--- config.mk ---
export PLATFORM = sky130hd
export DESIGN_NAME = router_rd_sched_flat
export DESIGN_NICKNAME = d
export VERILOG_FILES = /design/src/rtl/router_pkg.sv /design/src/rtl/router_rd_sched_if.sv /design/src/rtl/router_rd_sched_rr_arb3.sv /design/src/rtl/router_rd_sched.sv /design/src/flat_wrapper.sv
export SDC_FILE = /design/constraint.sdc
export NUM_CORES = 1
export LEC_CHECK = 0
export CORE_MARGIN = 10
export CORE_UTILIZATION = 30
export CTS_CLUSTER_DIAMETER = 40
export CTS_CLUSTER_SIZE = 40
export DETAILED_ROUTE_END_ITERATION = 10
export PLACE_DENSITY = 0.55
export SLEW_MARGIN = 20
export SYNTH_ARGS = -nofsm -noshare
export SYNTH_HDL_FRONTEND = slang
export SYNTH_SLANG_ARGS = --single-unit
export TNS_END_PERCENT = 50
--- constraint.sdc ---
create_clock -name clk -period 1.76 [get_ports clk]
set_clock_uncertainty 0.15 [all_clocks]
set_input_delay 0.352 -clock clk [delete_from_list [all_inputs] [get_ports clk]]
set_output_delay 0.352 -clock clk [all_outputs]
set_load 0.05 [all_outputs]
--- src/rtl/router_pkg.sv ---
// router_pkg: shared definitions for the router read scheduler.
//   state_t     - read-scheduler FSM states
//   NUM_PORTS   - number of source FIFOs
//   LEN_W       - width of the header length field
//   HDR_LEN_*   - bit positions of the length field in the header byte
//   oh2idx()    - one-hot grant to port index
package router_pkg;

    localparam int unsigned NUM_PORTS   = 3;
    localparam int unsigned LEN_W       = 6;
    localparam int unsigned HDR_LEN_LSB = 2;
    localparam int unsigned HDR_LEN_MSB = HDR_LEN_LSB + LEN_W - 1;

    typedef enum logic [1:0] {
        IDLE  = 2'd0,
        ISSUE = 2'd1,
        LATCH = 2'd2,
        HOLD  = 2'd3
    } state_t;

    function automatic logic [1:0] oh2idx(input logic [NUM_PORTS-1:0] oh);
        logic [1:0] idx;
        idx = 2'd0;
        if (oh[1]) idx = 2'd1;
        if (oh[2]) idx = 2'd2;
        return idx;
    endfunction

endpackage

--- src/rtl/router_rd_sched_if.sv ---
// router_rd_sched_if: downstream byte stream of the read scheduler.
//   o_data/o_valid/o_ready - byte handshake (o_ready driven by the sink)
//   o_sop/o_eop            - header / parity byte markers
//   o_port                 - source FIFO of the current packet
//   o_abort/busy           - stall-abort pulse, packet in progress
//   o_perr                 - parity error with the eop byte (ROUTER_PARITY_CHK_EN only)
interface router_rd_sched_if;

    logic [7:0] o_data;
    logic       o_valid;
    logic       o_ready;
    logic       o_sop;
    logic       o_eop;
    logic [1:0] o_port;
    logic       o_abort;
    logic       busy;
`ifdef ROUTER_PARITY_CHK_EN
    logic       o_perr;

    modport master (output o_data, o_valid, o_sop, o_eop, o_port, o_abort, busy, o_perr,
                    input  o_ready);
    modport slave  (input  o_data, o_valid, o_sop, o_eop, o_port, o_abort, busy, o_perr,
                    output o_ready);
`else
    modport master (output o_data, o_valid, o_sop, o_eop, o_port, o_abort, busy,
                    input  o_ready);
    modport slave  (input  o_data, o_valid, o_sop, o_eop, o_port, o_abort, busy,
                    output o_ready);
`endif

endinterface

--- src/rtl/router_rd_sched_rr_arb3.sv ---
// rr_arb3: 3-way round-robin arbiter.
//   req_i  - request per port
//   last_i - last granted port; search starts at the port after it
//   gnt_o  - one-hot grant (all zero when nothing requests)
module rr_arb3
    import router_pkg::*;
(
    input  logic [NUM_PORTS-1:0] req_i,
    input  logic [1:0]           last_i,
    output logic [NUM_PORTS-1:0] gnt_o
);

    always_comb begin
        gnt_o = '0;
        case (last_i)
            2'd0: begin
                if      (req_i[1]) gnt_o = 3'b010;
                else if (req_i[2]) gnt_o = 3'b100;
                else if (req_i[0]) gnt_o = 3'b001;
            end
            2'd1: begin
                if      (req_i[2]) gnt_o = 3'b100;
                else if (req_i[0]) gnt_o = 3'b001;
                else if (req_i[1]) gnt_o = 3'b010;
            end
            default: begin
                if      (req_i[0]) gnt_o = 3'b001;
                else if (req_i[1]) gnt_o = 3'b010;
                else if (req_i[2]) gnt_o = 3'b100;
            end
        endcase
    end

endmodule

--- src/rtl/router_rd_sched.sv ---
// router_rd_sched: reads whole packets from three byte FIFOs, one byte per
// ISSUE/LATCH/HOLD round, and presents them downstream with sop/eop marks.
//   clk, rst             - clock, asynchronous active-low reset
//   vld_out_n / dout_n   - FIFO n not-empty / read data (one cycle after rd_en_n)
//   rd_en_n              - FIFO n read strobe
//   dn (master modport)  - downstream byte stream, see router_rd_sched_if
// Optional build macro: ROUTER_PARITY_CHK_EN adds the o_perr parity check.
module router_rd_sched
    import router_pkg::*;
#(
    parameter int unsigned STALL_MAX = 32
) (
    input  logic       clk,
    input  logic       rst,
    input  logic       vld_out_0,
    input  logic       vld_out_1,
    input  logic       vld_out_2,
    input  logic [7:0] dout_0,
    input  logic [7:0] dout_1,
    input  logic [7:0] dout_2,
    output logic       rd_en_0,
    output logic       rd_en_1,
    output logic       rd_en_2,
    router_rd_sched_if.master dn
);

    localparam int unsigned   STALL_W = $clog2(STALL_MAX + 1);
    localparam logic [LEN_W:0] REM_ONE = 1;

    state_t               state_q, state_d;
    logic [1:0]           port_q, port_d;
    logic [1:0]           last_q, last_d;
    logic [STALL_W-1:0]   stall_q, stall_d;
    logic [LEN_W:0]       rem_q, rem_d;
    logic                 first_q, first_d;
    logic [7:0]           data_q, data_d;
    logic                 valid_q, valid_d;
    logic                 sop_q, sop_d;
    logic                 eop_q, eop_d;
    logic                 abort_q, abort_d;

    logic [NUM_PORTS-1:0] req, gnt;
    logic                 vsel, issue_rd;
    logic [7:0]           dsel;

    assign req = {vld_out_2, vld_out_1, vld_out_0};

    rr_arb3 u_arb (
        .req_i  (req),
        .last_i (last_q),
        .gnt_o  (gnt)
    );

    always_comb begin
        case (port_q)
            2'd0:    begin vsel = vld_out_0; dsel = dout_0; end
            2'd1:    begin vsel = vld_out_1; dsel = dout_1; end
            default: begin vsel = vld_out_2; dsel = dout_2; end
        endcase
    end

    assign issue_rd = (state_q == ISSUE) && vsel;
    assign rd_en_0  = issue_rd && (port_q == 2'd0);
    assign rd_en_1  = issue_rd && (port_q == 2'd1);
    assign rd_en_2  = issue_rd && (port_q == 2'd2);

    always_comb begin
        state_d = state_q;
        port_d  = port_q;
        last_d  = last_q;
        stall_d = stall_q;
        rem_d   = rem_q;
        first_d = first_q;
        data_d  = data_q;
        valid_d = valid_q;
        sop_d   = sop_q;
        eop_d   = eop_q;
        abort_d = 1'b0;
        case (state_q)
            IDLE: begin
                if (|req) begin
                    port_d  = oh2idx(gnt);
                    last_d  = oh2idx(gnt);
                    first_d = 1'b1;
                    stall_d = '0;
                    state_d = ISSUE;
                end
            end
            ISSUE: begin
                if (vsel) begin
                    stall_d = '0;
                    state_d = LATCH;
                end else if (stall_q == STALL_W'(STALL_MAX - 1)) begin
                    abort_d = 1'b1;
                    stall_d = '0;
                    state_d = IDLE;
                end else begin
                    stall_d = stall_q + STALL_W'(1);
                end
            end
            LATCH: begin
                data_d  = dsel;
                valid_d = 1'b1;
                if (first_q) begin
                    // Remaining bytes after the header: payload plus parity.
                    sop_d   = 1'b1;
                    eop_d   = 1'b0;
                    rem_d   = {1'b0, dsel[HDR_LEN_MSB:HDR_LEN_LSB]} + REM_ONE;
                    first_d = 1'b0;
                end else begin
                    sop_d = 1'b0;
                    eop_d = (rem_q == REM_ONE);
                    rem_d = rem_q - REM_ONE;
                end
                state_d = HOLD;
            end
            HOLD: begin
                if (dn.o_ready) begin
                    valid_d = 1'b0;
                    sop_d   = 1'b0;
                    eop_d   = 1'b0;
                    state_d = eop_q ? IDLE : ISSUE;
                end
            end
            default: state_d = IDLE;
        endcase
    end

    always_ff @(posedge clk or negedge rst) begin
        if (!rst) begin
            state_q <= IDLE;
            port_q  <= 2'd0;
            last_q  <= 2'd2;
            stall_q <= '0;
            rem_q   <= '0;
            first_q <= 1'b0;
            data_q  <= '0;
            valid_q <= 1'b0;
            sop_q   <= 1'b0;
            eop_q   <= 1'b0;
            abort_q <= 1'b0;
        end else begin
            state_q <= state_d;
            port_q  <= port_d;
            last_q  <= last_d;
            stall_q <= stall_d;
            rem_q   <= rem_d;
            first_q <= first_d;
            data_q  <= data_d;
            valid_q <= valid_d;
            sop_q   <= sop_d;
            eop_q   <= eop_d;
            abort_q <= abort_d;
        end
    end

    assign dn.o_data  = data_q;
    assign dn.o_valid = valid_q;
    assign dn.o_sop   = sop_q;
    assign dn.o_eop   = eop_q;
    assign dn.o_port  = port_q;
    assign dn.o_abort = abort_q;
    assign dn.busy    = (state_q != IDLE);

`ifdef ROUTER_PARITY_CHK_EN
    logic [7:0] par_q, par_d;
    logic       perr_q, perr_d;

    // Running XOR of header and payload; compared against the final byte.
    always_comb begin
        par_d  = par_q;
        perr_d = perr_q;
        if (state_q == LATCH) begin
            if (first_q) begin
                par_d  = dsel;
                perr_d = 1'b0;
            end else if (rem_q == REM_ONE) begin
                perr_d = (par_q != dsel);
            end else begin
                par_d  = par_q ^ dsel;
                perr_d = 1'b0;
            end
        end else if ((state_q == HOLD) && dn.o_ready) begin
            perr_d = 1'b0;
        end
    end

    always_ff @(posedge clk or negedge rst) begin
        if (!rst) begin
            par_q  <= '0;
            perr_q <= 1'b0;
        end else begin
            par_q  <= par_d;
            perr_q <= perr_d;
        end
    end

    assign dn.o_perr = perr_q;
`endif

endmodule

--- src/flat_wrapper.sv ---
// flat-port wrapper written by rule: the top's interface ports become plain ports
module router_rd_sched_flat import router_pkg::*;
#(
    parameter int unsigned STALL_MAX = 32
)
  (clk, rst, vld_out_0, vld_out_1, vld_out_2, dout_0, dout_1, dout_2, rd_en_0, rd_en_1, rd_en_2, dn_o_data, dn_o_valid, dn_o_sop, dn_o_eop, dn_o_port, dn_o_abort, dn_busy, dn_o_ready);
  router_rd_sched_if dn_i ();
  input  logic clk;
  input  logic rst;
  input  logic vld_out_0;
  input  logic vld_out_1;
  input  logic vld_out_2;
  input  logic [7:0] dout_0;
  input  logic [7:0] dout_1;
  input  logic [7:0] dout_2;
  output logic rd_en_0;
  output logic rd_en_1;
  output logic rd_en_2;
  output wire logic [$bits(dn_i.o_data)-1:0] dn_o_data;
  output wire logic [$bits(dn_i.o_valid)-1:0] dn_o_valid;
  output wire logic [$bits(dn_i.o_sop)-1:0] dn_o_sop;
  output wire logic [$bits(dn_i.o_eop)-1:0] dn_o_eop;
  output wire logic [$bits(dn_i.o_port)-1:0] dn_o_port;
  output wire logic [$bits(dn_i.o_abort)-1:0] dn_o_abort;
  output wire logic [$bits(dn_i.busy)-1:0] dn_busy;
  input wire logic [$bits(dn_i.o_ready)-1:0] dn_o_ready;
  assign dn_o_data = dn_i.o_data;
  assign dn_o_valid = dn_i.o_valid;
  assign dn_o_sop = dn_i.o_sop;
  assign dn_o_eop = dn_i.o_eop;
  assign dn_o_port = dn_i.o_port;
  assign dn_o_abort = dn_i.o_abort;
  assign dn_busy = dn_i.busy;
  assign dn_i.o_ready = dn_o_ready;
  router_rd_sched #(.STALL_MAX(STALL_MAX)) u_core (.clk(clk), .rst(rst), .vld_out_0(vld_out_0), .vld_out_1(vld_out_1), .vld_out_2(vld_out_2), .dout_0(dout_0), .dout_1(dout_1), .dout_2(dout_2), .rd_en_0(rd_en_0), .rd_en_1(rd_en_1), .rd_en_2(rd_en_2), .dn(dn_i));
endmodule
=== Word level (Yosys, flattened, before mapping) ===
Cells that the tools add are included.

* Reduce and logical (&&, ||, !) cells: 17
* Mux-type cells: 36
* Eq/ne operators: 11
* Add/sub/neg operators: 3

{| class="wikitable"
|+ Operators with widths
! operator !! number
|-
| two-way mux 3 bit || 6
|-
| two-way mux 6 bit || 3
|-
| case mux 8 bit (2 select lines) || 1
|-
| two-way mux 2 bit || 7
|-
| case mux 6 bit (2 select lines) || 1
|-
| two-way mux 1 bit || 10
|-
| case mux 1 bit (2 select lines) || 5
|-
| case mux 2 bit (4 select lines) || 1
|-
| AND reduction 2 bit || 4
|-
| nonzero test 2 bit || 4
|-
| adder 6 x 1 -> 7 bit (second input constant) || 1
|-
| == test 7 x 1 -> 1 bit (second input constant) || 1
|-
| two-way mux 7 bit || 1
|-
| subtractor 7 x 1 -> 7 bit (second input constant) || 1
|-
| adder 6 x 1 -> 6 bit (second input constant) || 1
|-
| == test 2 x 1 -> 1 bit (second input constant) || 3
|-
| == test 2 bit (second input constant) || 3
|-
| == test 6 x 5 -> 1 bit (second input constant) || 1
|-
| logical NOT 2 bit || 3
|-
| case mux 3 bit (2 select lines) || 1
|-
| logical AND 1 bit || 4
|-
| != test 3 x 2 -> 1 bit (second input constant) || 1
|-
| AND reduction 3 bit || 1
|-
| OR reduction 3 bit || 1
|-
| other kinds (2) || 2
|}

* Word-level logic and storage cells: 78
* Register bits: 32
* Output and inout bits: 18
* Bits of input ports: 30

=== Longest topological paths before layout ===
Gate-level depths: netlist of run 1.

* Depth after elaboration: 6
* Depth in mapped cells: 7

=== By module ===
A second synthesis of run 1 with hierarchy kept.

* Cells, all modules: 196
* Area total of the unflattened synthesis: 1,841.8 um2

{| class="wikitable"
|+ By module, submodules not included
! module !! cells an instance !! seq. area each (um2) !! times used !! area each (um2)
|-
| router_rd_sched || 189 || 777.0 || 1 || 1,790.5
|-
| rr_arb3 || 7 || 0.0 || 1 || 51.3
|}

=== Worst setup path after synthesis of run 1 ===
Ideal clock, no wire load.

* Kind: register to output
* From: register u_core.port_q[1] (netlist: u_core.dn.o_port[1])
* To: output port rd_en_0
* Required time: 1.258 ns
* Setup slack: -1.387 ns
* Arrival time: 2.645 ns
* Stages on the path, launching flop included: 4
* Cells stage by stage: dfrtp_1 > buf_6 > buf_2 > nor4b_1

* Longest elaborated chain between the ends: 4

{| class="wikitable"
|+ Ends and longest elaborated chain
! what !! line !! RTL
|-
| from (decl) || router_rd_sched.sv:31 || <nowiki>logic [1:0] port_q, port_d;</nowiki>
|-
| from (signal assigned) || router_rd_sched.sv:144 || <nowiki>port_q <= port_d;</nowiki>
|-
| == test 2 x 1 -> 1 bit / logical NOT 2 bit (equally long branches) || router_rd_sched.sv:55, router_rd_sched.sv:63 ||
|-
| case mux 1 bit (2 select lines) || router_rd_sched.sv:55 || <nowiki>case (port_q)</nowiki>
|-
| logical AND 1 bit || router_rd_sched.sv:62 || <nowiki>assign issue_rd = (state_q == ISSUE) && vsel;</nowiki>
|-
| logical AND 1 bit (*) || router_rd_sched.sv:63 || <nowiki>assign rd_en_0 = issue_rd && (port_q == 2'd0);</nowiki>
|-
| to (decl) || flat_wrapper.sv:16 || <nowiki>output logic rd_en_0;</nowiki>
|}

Every way passes the cells marked *; elsewhere a longest branch is shown, timed or not.

=== Worst setup path after layout of run 1 ===
* From: input port vld_out_0
* To: output port rd_en_0

* Longest elaborated chain between the ends: 3

{| class="wikitable"
|+ Ends and longest elaborated chain
! what !! line !! RTL
|-
| from (decl) || flat_wrapper.sv:10 || <nowiki>input logic vld_out_0;</nowiki>
|-
| case mux 1 bit (2 select lines) || router_rd_sched.sv:55 ||
|-
| logical AND 1 bit || router_rd_sched.sv:62 ||
|-
| logical AND 1 bit || router_rd_sched.sv:63 ||
|}

No other way between the ends.

==> results of run 1 <==
## per-layer routing
layer / up-vias / track usage (%) / wire length, um
met3: 6 / 3.49 / 264
met1: 820 / 13.2 / 2300
li1: 904 / - / -
met4: 0 / 3.09 / 79
met5: - / 0 / 0
met2: 43 / 17.8 / 2430
## report_power, final
group	total, mW	leakage, nW	internal, mW	switching (mW)
clock network	0.735	0.0612	0.458	0.277
logic	3.28	0.866	1.55	1.73
registers	1.31	0.382	1.01	0.297
## sequential cells by signal, summed over array words and instances, names as in the netlist, named ones only
name / flops
u_core.state_q: 1
u_core.dn.o_port: 1
u_core.first_q: 1
u_core.dn.o_data: 8
u_core.last_q: 2
u_core.stall_q: 6
u_core.dn.o_abort: 1
u_core.rem_q: 7
u_core.dn.o_eop: 1
u_core.dn.o_valid: 1
u_core.dn.o_sop: 1
## cell type report
class | instances | area (um^2) | area share, %
clock buffers | 6 | 82.6 | 2.75
flip-flops and latches | 31 | 779 | 26.0
repair buffers | 85 | 897 | 29.9
multi-input cells | 160 | 1090 | 36.4
inverters | 5 | 18.8 | 0.626
clock inverters | 2 | 35.0 | 1.17
well taps | 75 | 93.8 | 3.13
## worst reg2reg max path, stage by stage, from the launching register on
cell and delay (ns):
dfrtp_1 0.40, buf_6 0.13, buf_6 0.13, mux2_4 0.30
mux2i_4 0.24, nor4_4 0.10, o311a_1 0.35, nand2_1 0.06
## final timing paths
check / end / from / slack, ns / cells past startpoint
setup / recovery: rd_en_0 / vld_out_0 / -0.16 / 4
hold / removal: u_core.dn.o_data[2]$_DFFE_PN0P_ / rst / 0.28 / 2
setup reg to reg: u_core.rem_q[5]$_DFFE_PN0P_ / u_core.last_q[0]$_DFFE_PN0P_ / -0.15 / 7
hold reg to reg: u_core.dn.o_data[6]$_DFFE_PN0P_ / u_core.dn.o_data[6]$_DFFE_PN0P_ / 0.33 / 2
max in group asynchronous: u_core.last_q[1]$_DFFE_PN1P_ / rst / 0.92 / 2
min in group clk: u_core.dn.o_data[6]$_DFFE_PN0P_ / u_core.dn.o_data[6]$_DFFE_PN0P_ / 0.33 / 2
## cell usage after synthesis (2+ instances only)
cell       n  area share, %
a21oi_1   16            4.3
a31oi_1    2           0.68
buf_2      2           0.54
buf_6      2            1.2
clkbuf_1   5            1.0
dfrtp_1   30             41
ha_1       3            2.0
inv_1      5            1.0
mux2_2     3            1.8
mux2_4     2            1.6
mux2i_1    7            3.8
mux2i_4    3            3.7
nand2_1   33            6.7
nand2b_1   2           0.68
nand3_1    6            1.6
nand4_1    2           0.68
nand4b_1   2           0.95
nor2_1    20            4.1
nor2b_1    2           0.68
nor3_1    10            2.7
nor3b_1    2           0.81
nor4_1     3            1.0
o211ai_1   2           0.81
o21ai_0   20            5.4
o21ai_1    2           0.54
xor2_1     3            1.4
## timing repair
action | 4_1_cts | 5_1_grt
gates resized for setup | 14 | 10
endpoints found under the setup margin | 15 | 17
hold endpoints to repair | 0 | 0
setup buffers | 6 | 4
pin swaps | 7 | 10
## metrics by stage
stage          power, mW  cell area, um^2  util (%)  TNS (ns)
2_1_floorplan       3.19             1910         -    -0.215
3_3_place_gp        4.32             2730      45.8     -3.97
3_5_place_dp        4.35             2730      45.8     -4.31
4_1_cts             5.27             2930      49.3    -0.896
5_1_grt             5.76             3000      50.4     -1.92
6_report            5.33             3000      50.4     -1.07
## logic make-up (layout without fill, tap and decap cells)
logic type,Yosys count,in the layout,share of synthesized area [%]
muxes,16,16,11.5
AOI/OAI and AO/OA,52,52,16.5
xor gates and xnor gates,4,4,1.90
and+or+nand+nor,85,85,21.9
buffers and inverters,15,98,4.20
DFF,31,31,42.0
adders and majority gates,3,3,2.03
==> impl_metrics.env, run 1 <==
export IMPL_worst_setup_path_type="in -> out"
export IMPL_final_common_cell="buf_4"
export IMPL_cts_buffers=5
export IMPL_cpPeakStageDelay_ns=0.49
export IMPL_crit_buf_inv=3
export IMPL_place_hpwl_mm=3.94
export IMPL_leakagePower_nw=1.31
export IMPL_drive_above_1_share_pct=31.5
export IMPL_critPathMaxFanout=6
export IMPL_ys_warn_count=0
export IMPL_grt_pass1_vias=1801
export IMPL_p_per_area_nw_per_um2=1780
export IMPL_finalMaxSlewViolations=0
export IMPL_vias=1773
export IMPL_syn_instance_count=206
export IMPL_ir_worst_vdd_uv=937
export IMPL_syn_to_final_growth_pct=62.4
export IMPL_cts_sinks=31
export IMPL_row_count=28
export IMPL_viasPerCell=4.87
export IMPL_die_h_um=98.5
export IMPL_final_cells=364
export IMPL_die_x_um=98.5
export IMPL_grt_max_degree=32
export IMPL_dp_slack_ns=-0.413
export IMPL_fin_crit_sh_pct=109
export IMPL_io_pins=48
export IMPL_core_area_um2=5960
export IMPL_drc=0
export IMPL_io_buffers=47
export IMPL_seq_area_frac_synth_pct=42.0
export IMPL_cts_root_buf="clkbuf_8"
export IMPL_end_kind="primary output"
export IMPL_die_area_um2=9700
export IMPL_hold_slack_ns=0.284
export IMPL_htree_levels=2
export IMPL_cts_tree="yes"
export IMPL_gr_total_overflow=0
export IMPL_finalHoldViolCount=0
export IMPL_finalWorstSetupSlack_ns=-0.157
export IMPL_clkTransAtPathRegs_ns=0.08
export IMPL_grt_setup_unrepaired="yes"
export IMPL_grt_usage_pct=10.8
export IMPL_grt_pass1_wl_mm=8.85
export IMPL_status="complete, but fails checks"
export IMPL_synth_edff_count=0
export IMPL_critPathSlowestCell="clkdlybuf4s50_1"
export IMPL_synth_flop_cell="dfrtp_1"
export IMPL_drv_cap=0
export IMPL_wirelength_mm=5.07
export IMPL_layout_common_cells="buf_4 (36), nand2_1 (31), dfrtp_1 (28)"
export IMPL_finalSetupViolations=11
export IMPL_critPathRequiredTime_ns=1.26
export IMPL_routabilityCongestion=0.786
export IMPL_synth_async_sr_flop_share_pct=100
export IMPL_postCtsHoldBufs=0
export IMPL_ant_nets=0
export IMPL_dp_cells=347
export IMPL_final_nets=321
export IMPL_syn_nets=239
export IMPL_wl_per_cell_um=13.9
export IMPL_ys_ff_latch=31
export IMPL_fillCellCount=572
export IMPL_worst_pin_slew_ns=0.377
export IMPL_path_cells="clkdlybuf4s50_1 -> buf_4 -> nor4b_4 -> buf_12"
export IMPL_antenna_found_initial=0
export IMPL_arrival_ns=1.41
export IMPL_clockBufferDepth=2
export IMPL_avgSynthCellArea_um2=8.97
export IMPL_netlist_area_um2=1850
export IMPL_violations="negative setup slack"
export IMPL_clock_latency_ns=0.28
export IMPL_insertedDiodeCount=0
export IMPL_synth_distinct_cells=43
export IMPL_max_slew_margin_pct=74.5
export IMPL_cp_top_family="buffers and inverters"
export IMPL_start_util_pct=31.0
export IMPL_hp_class="in -> async"
export IMPL_dr_first_iter_drc_count=49
export IMPL_cp_start_kind="input pin"
export IMPL_clock_fmax_ghz=0.522
export IMPL_fin_crit_ns=1.92
export IMPL_drtPass1Iterations=4
Power figures use the tool's default switching activity.
==> run 2: changes to the inputs <==
--- a/config.mk
+++ b/config.mk
@@ -6,11 +6,11 @@
 export NUM_CORES = 1
 export LEC_CHECK = 0
 export CORE_MARGIN = 10
-export CORE_UTILIZATION = 30
+export CORE_UTILIZATION = 44
 export CTS_CLUSTER_DIAMETER = 40
 export CTS_CLUSTER_SIZE = 40
 export DETAILED_ROUTE_END_ITERATION = 10
-export PLACE_DENSITY = 0.55
+export PLACE_DENSITY = 0.75
 export SLEW_MARGIN = 20
 export SYNTH_ARGS = -nofsm -noshare
 export SYNTH_HDL_FRONTEND = slang
==> run 2 against run 1 <==
Effect of this change: the run still ends with negative setup slack left; non-clock buffer count up 4; power up 3.7%; sequential cell count unchanged; clock power down 26%; maximum frequency up 0.25%; die area down 26%; worst setup slack better by 0.0049 ns; combinational power up 10%; critical path type is now reg -> reg; largest power group unchanged; sequential power up 5%; via count up 9.2%; largest cell class unchanged; final area up 2.0%; count of clock-buffer cells in the layout down 1.
==> impl_metrics.env, run 2 (synthesized netlist as in run 1, its figures left out) <==
export IMPL_syn_to_final_growth_pct=65.5
export IMPL_htree_levels=2
export IMPL_r2r_slack_ns=-0.15
export IMPL_drive_above_1_share_pct=33.1
export IMPL_critPathMaxFanout=6
export IMPL_hp_class="in -> async"
export IMPL_final_setup_tns_ns=-0.804
export IMPL_clockBufferDepth=2
export IMPL_p_seq_share_pct=24.9
export IMPL_wl_per_cell_um=16.3
export IMPL_place_hpwl_mm=3.98
export IMPL_cts_buffers=5
export IMPL_grt_pass1_wl_mm=9.23
export IMPL_vias=1936
export IMPL_critPathSlowestCell="dfrtp_2"
export IMPL_path_cells="buf_6 -> mux2_4 -> mux2i_4 -> buf_4 -> xor2_1 -> a21oi_1 -> o21ai_1"
export IMPL_arrival_ns=1.98
export IMPL_cpPeakStageDelay_ns=0.47
export IMPL_end_kind="flip-flop"
export IMPL_finalWorstSetupSlack_ns=-0.152
export IMPL_grt_usage_pct=15.2
export IMPL_violations="negative setup slack"
export IMPL_finalSetupViolations=12
export IMPL_gr_total_overflow=0
export IMPL_p_int_mw=3.07
export IMPL_ir_worst_vdd_uv=983
export IMPL_startpoint="u_core.last_q[0]$_DFFE_PN0P_"
export IMPL_start_util_pct=45.9
export IMPL_worst_pin_slew_ns=0.338
export IMPL_leakagePower_nw=1.33
export IMPL_core_area_um2=4030
export IMPL_fin_crit_ns=1.91
export IMPL_wirelength_mm=5.60
export IMPL_grt_max_degree=32
export IMPL_layout_common_cells="nand2_1 (31), buf_4 (30), dfrtp_1 (27), clkdlybuf4s50_1 (27)"
export IMPL_fin_crit_sh_pct=109
export IMPL_die_x_um=84.8
export IMPL_clkTransAtPathRegs_ns=0.07
export IMPL_switching_power_mw=2.46
export IMPL_grt_pass1_vias=1949
export IMPL_io_pins=48
export IMPL_cts_sinks=31
export IMPL_grt_setup_unrepaired="yes"
export IMPL_drtPass1Iterations=4
export IMPL_cts_root_buf="clkbuf_8"
export IMPL_p_clk_share_pct=9.9
export IMPL_finalHoldViolCount=0
export IMPL_max_slew_margin_pct=77.4
export IMPL_dp_cells=324
export IMPL_cts_tree="yes"
export IMPL_reg2reg_depth=7
export IMPL_power_mw=5.52
export IMPL_io_buffers=47
export IMPL_ant_nets=0
export IMPL_final_common_cell="nand2_1"
export IMPL_clock_latency_ns=0.28
export IMPL_reg2reg_from="u_core.last_q[0]$_DFFE_PN0P_"
export IMPL_critPathRequiredTime_ns=1.82
export IMPL_finalMaxSlewViolations=0
export IMPL_r2r_end="u_core.rem_q[1]$_DFFE_PN0P_"
export IMPL_clock_fmax_ghz=0.523
export IMPL_dp_slack_ns=-0.369
export IMPL_row_count=23
export IMPL_final_cells=343
export IMPL_status="complete, but fails checks"
export IMPL_routabilityCongestion=0.826
export IMPL_p_per_area_nw_per_um2=1810
export IMPL_die_h_um=84.8
export IMPL_antenna_found_initial=0
export IMPL_drv_cap=0
export IMPL_worst_setup_path_type="reg -> reg"
export IMPL_largest_register_ffs=8
export IMPL_dr_first_iter_drc_count=116
export IMPL_fillCellCount=262
export IMPL_final_nets=325
export IMPL_cp_start_kind="flip-flop"
export IMPL_combPwrFrac_pct=65.3
export IMPL_viasPerCell=5.64
export IMPL_insertedDiodeCount=0
export IMPL_p_sw_share_pct=44.5
export IMPL_die_area_um2=7190
export IMPL_drc=0
[run 2: cell types whose count changed in the layout (fill, tap and decap cells not counted), sizes merged]
cell and delta:
clkinv +2, bufinv -1, clkbuf -1, buf +4
[run 2: area by class of cell]
cell class,count,area (um^2),area share [%]
clock buffer,5,68.8,2.25
clock inverter,3,15.0,0.491
inverter,5,18.8,0.613
multi-input combinational,160,1110,36.4
sequential,31,781,25.5
tap,50,62.6,2.04
timing repair buffer,89,1000,32.7
[run 2: worst max-delay path by stage]
stage / to / slack [ns] / cells past startpoint
after global routing: u_core.rem_q[1]$_DFFE_PN0P_ / -0.22 / 7
final: u_core.rem_q[1]$_DFFE_PN0P_ / -0.15 / 7
after CTS: rd_en_0 / -0.12 / 3
after floorplan: rd_en_0 / -0.19 / 3
after global placement: u_core.rem_q[4]$_DFFE_PN0P_ / -0.30 / 6
after detailed placement: u_core.rem_q[4]$_DFFE_PN0P_ / -0.37 / 6
[run 2: power groups by stage]
stage	combinational, mW	sequential, mW	clock [mW]
6_report	3.61	1.37	0.545
3_5_place_dp	3.14	1.39	0
3_3_place_gp	3.08	1.38	0
4_1_cts	3.47	1.36	0.556
2_1_floorplan	1.56	1.62	0
5_1_grt	3.87	1.41	0.577
[run 2: critical path, delay by kind of cell (launching register included)]
family | cells | cell delay [ns]
muxes | 2 | 0.56
DFF | 1 | 0.47
buffers and inverters | 2 | 0.32
AOI/OAI and AO/OA | 2 | 0.21
xor gates and xnor gates | 1 | 0.15
[run 2: repair_timing]
action                                 CTS  global route
hold buffers                             0             0
buffers inserted                         7             4
pin swaps                                9             7
setup endpoints to repair               17            19
endpoints found under the hold margin    0             0
resized for setup                       25             9
[run 2: per-layer routing]
metal | global-route usage, % | up-vias | share of wire (%)
met5 | 0 | - | 0
met4 | 4.49 | 0 | 1.8
met3 | 4.64 | 13 | 5.9
met2 | 25.7 | 62 | 50
met1 | 18.0 | 945 | 42
li1 | - | 916 | -
[run 2: per-stage QoR]
step	hold WS, ns	utilization [%]	area [um^2]
after floorplan	-0.0936	-	1910
after global placement	0.329	68.6	2760
after detailed placement	0.337	68.6	2760
after CTS	0.283	74.2	2990
after global routing	0.287	75.9	3060
final	0.276	75.9	3060
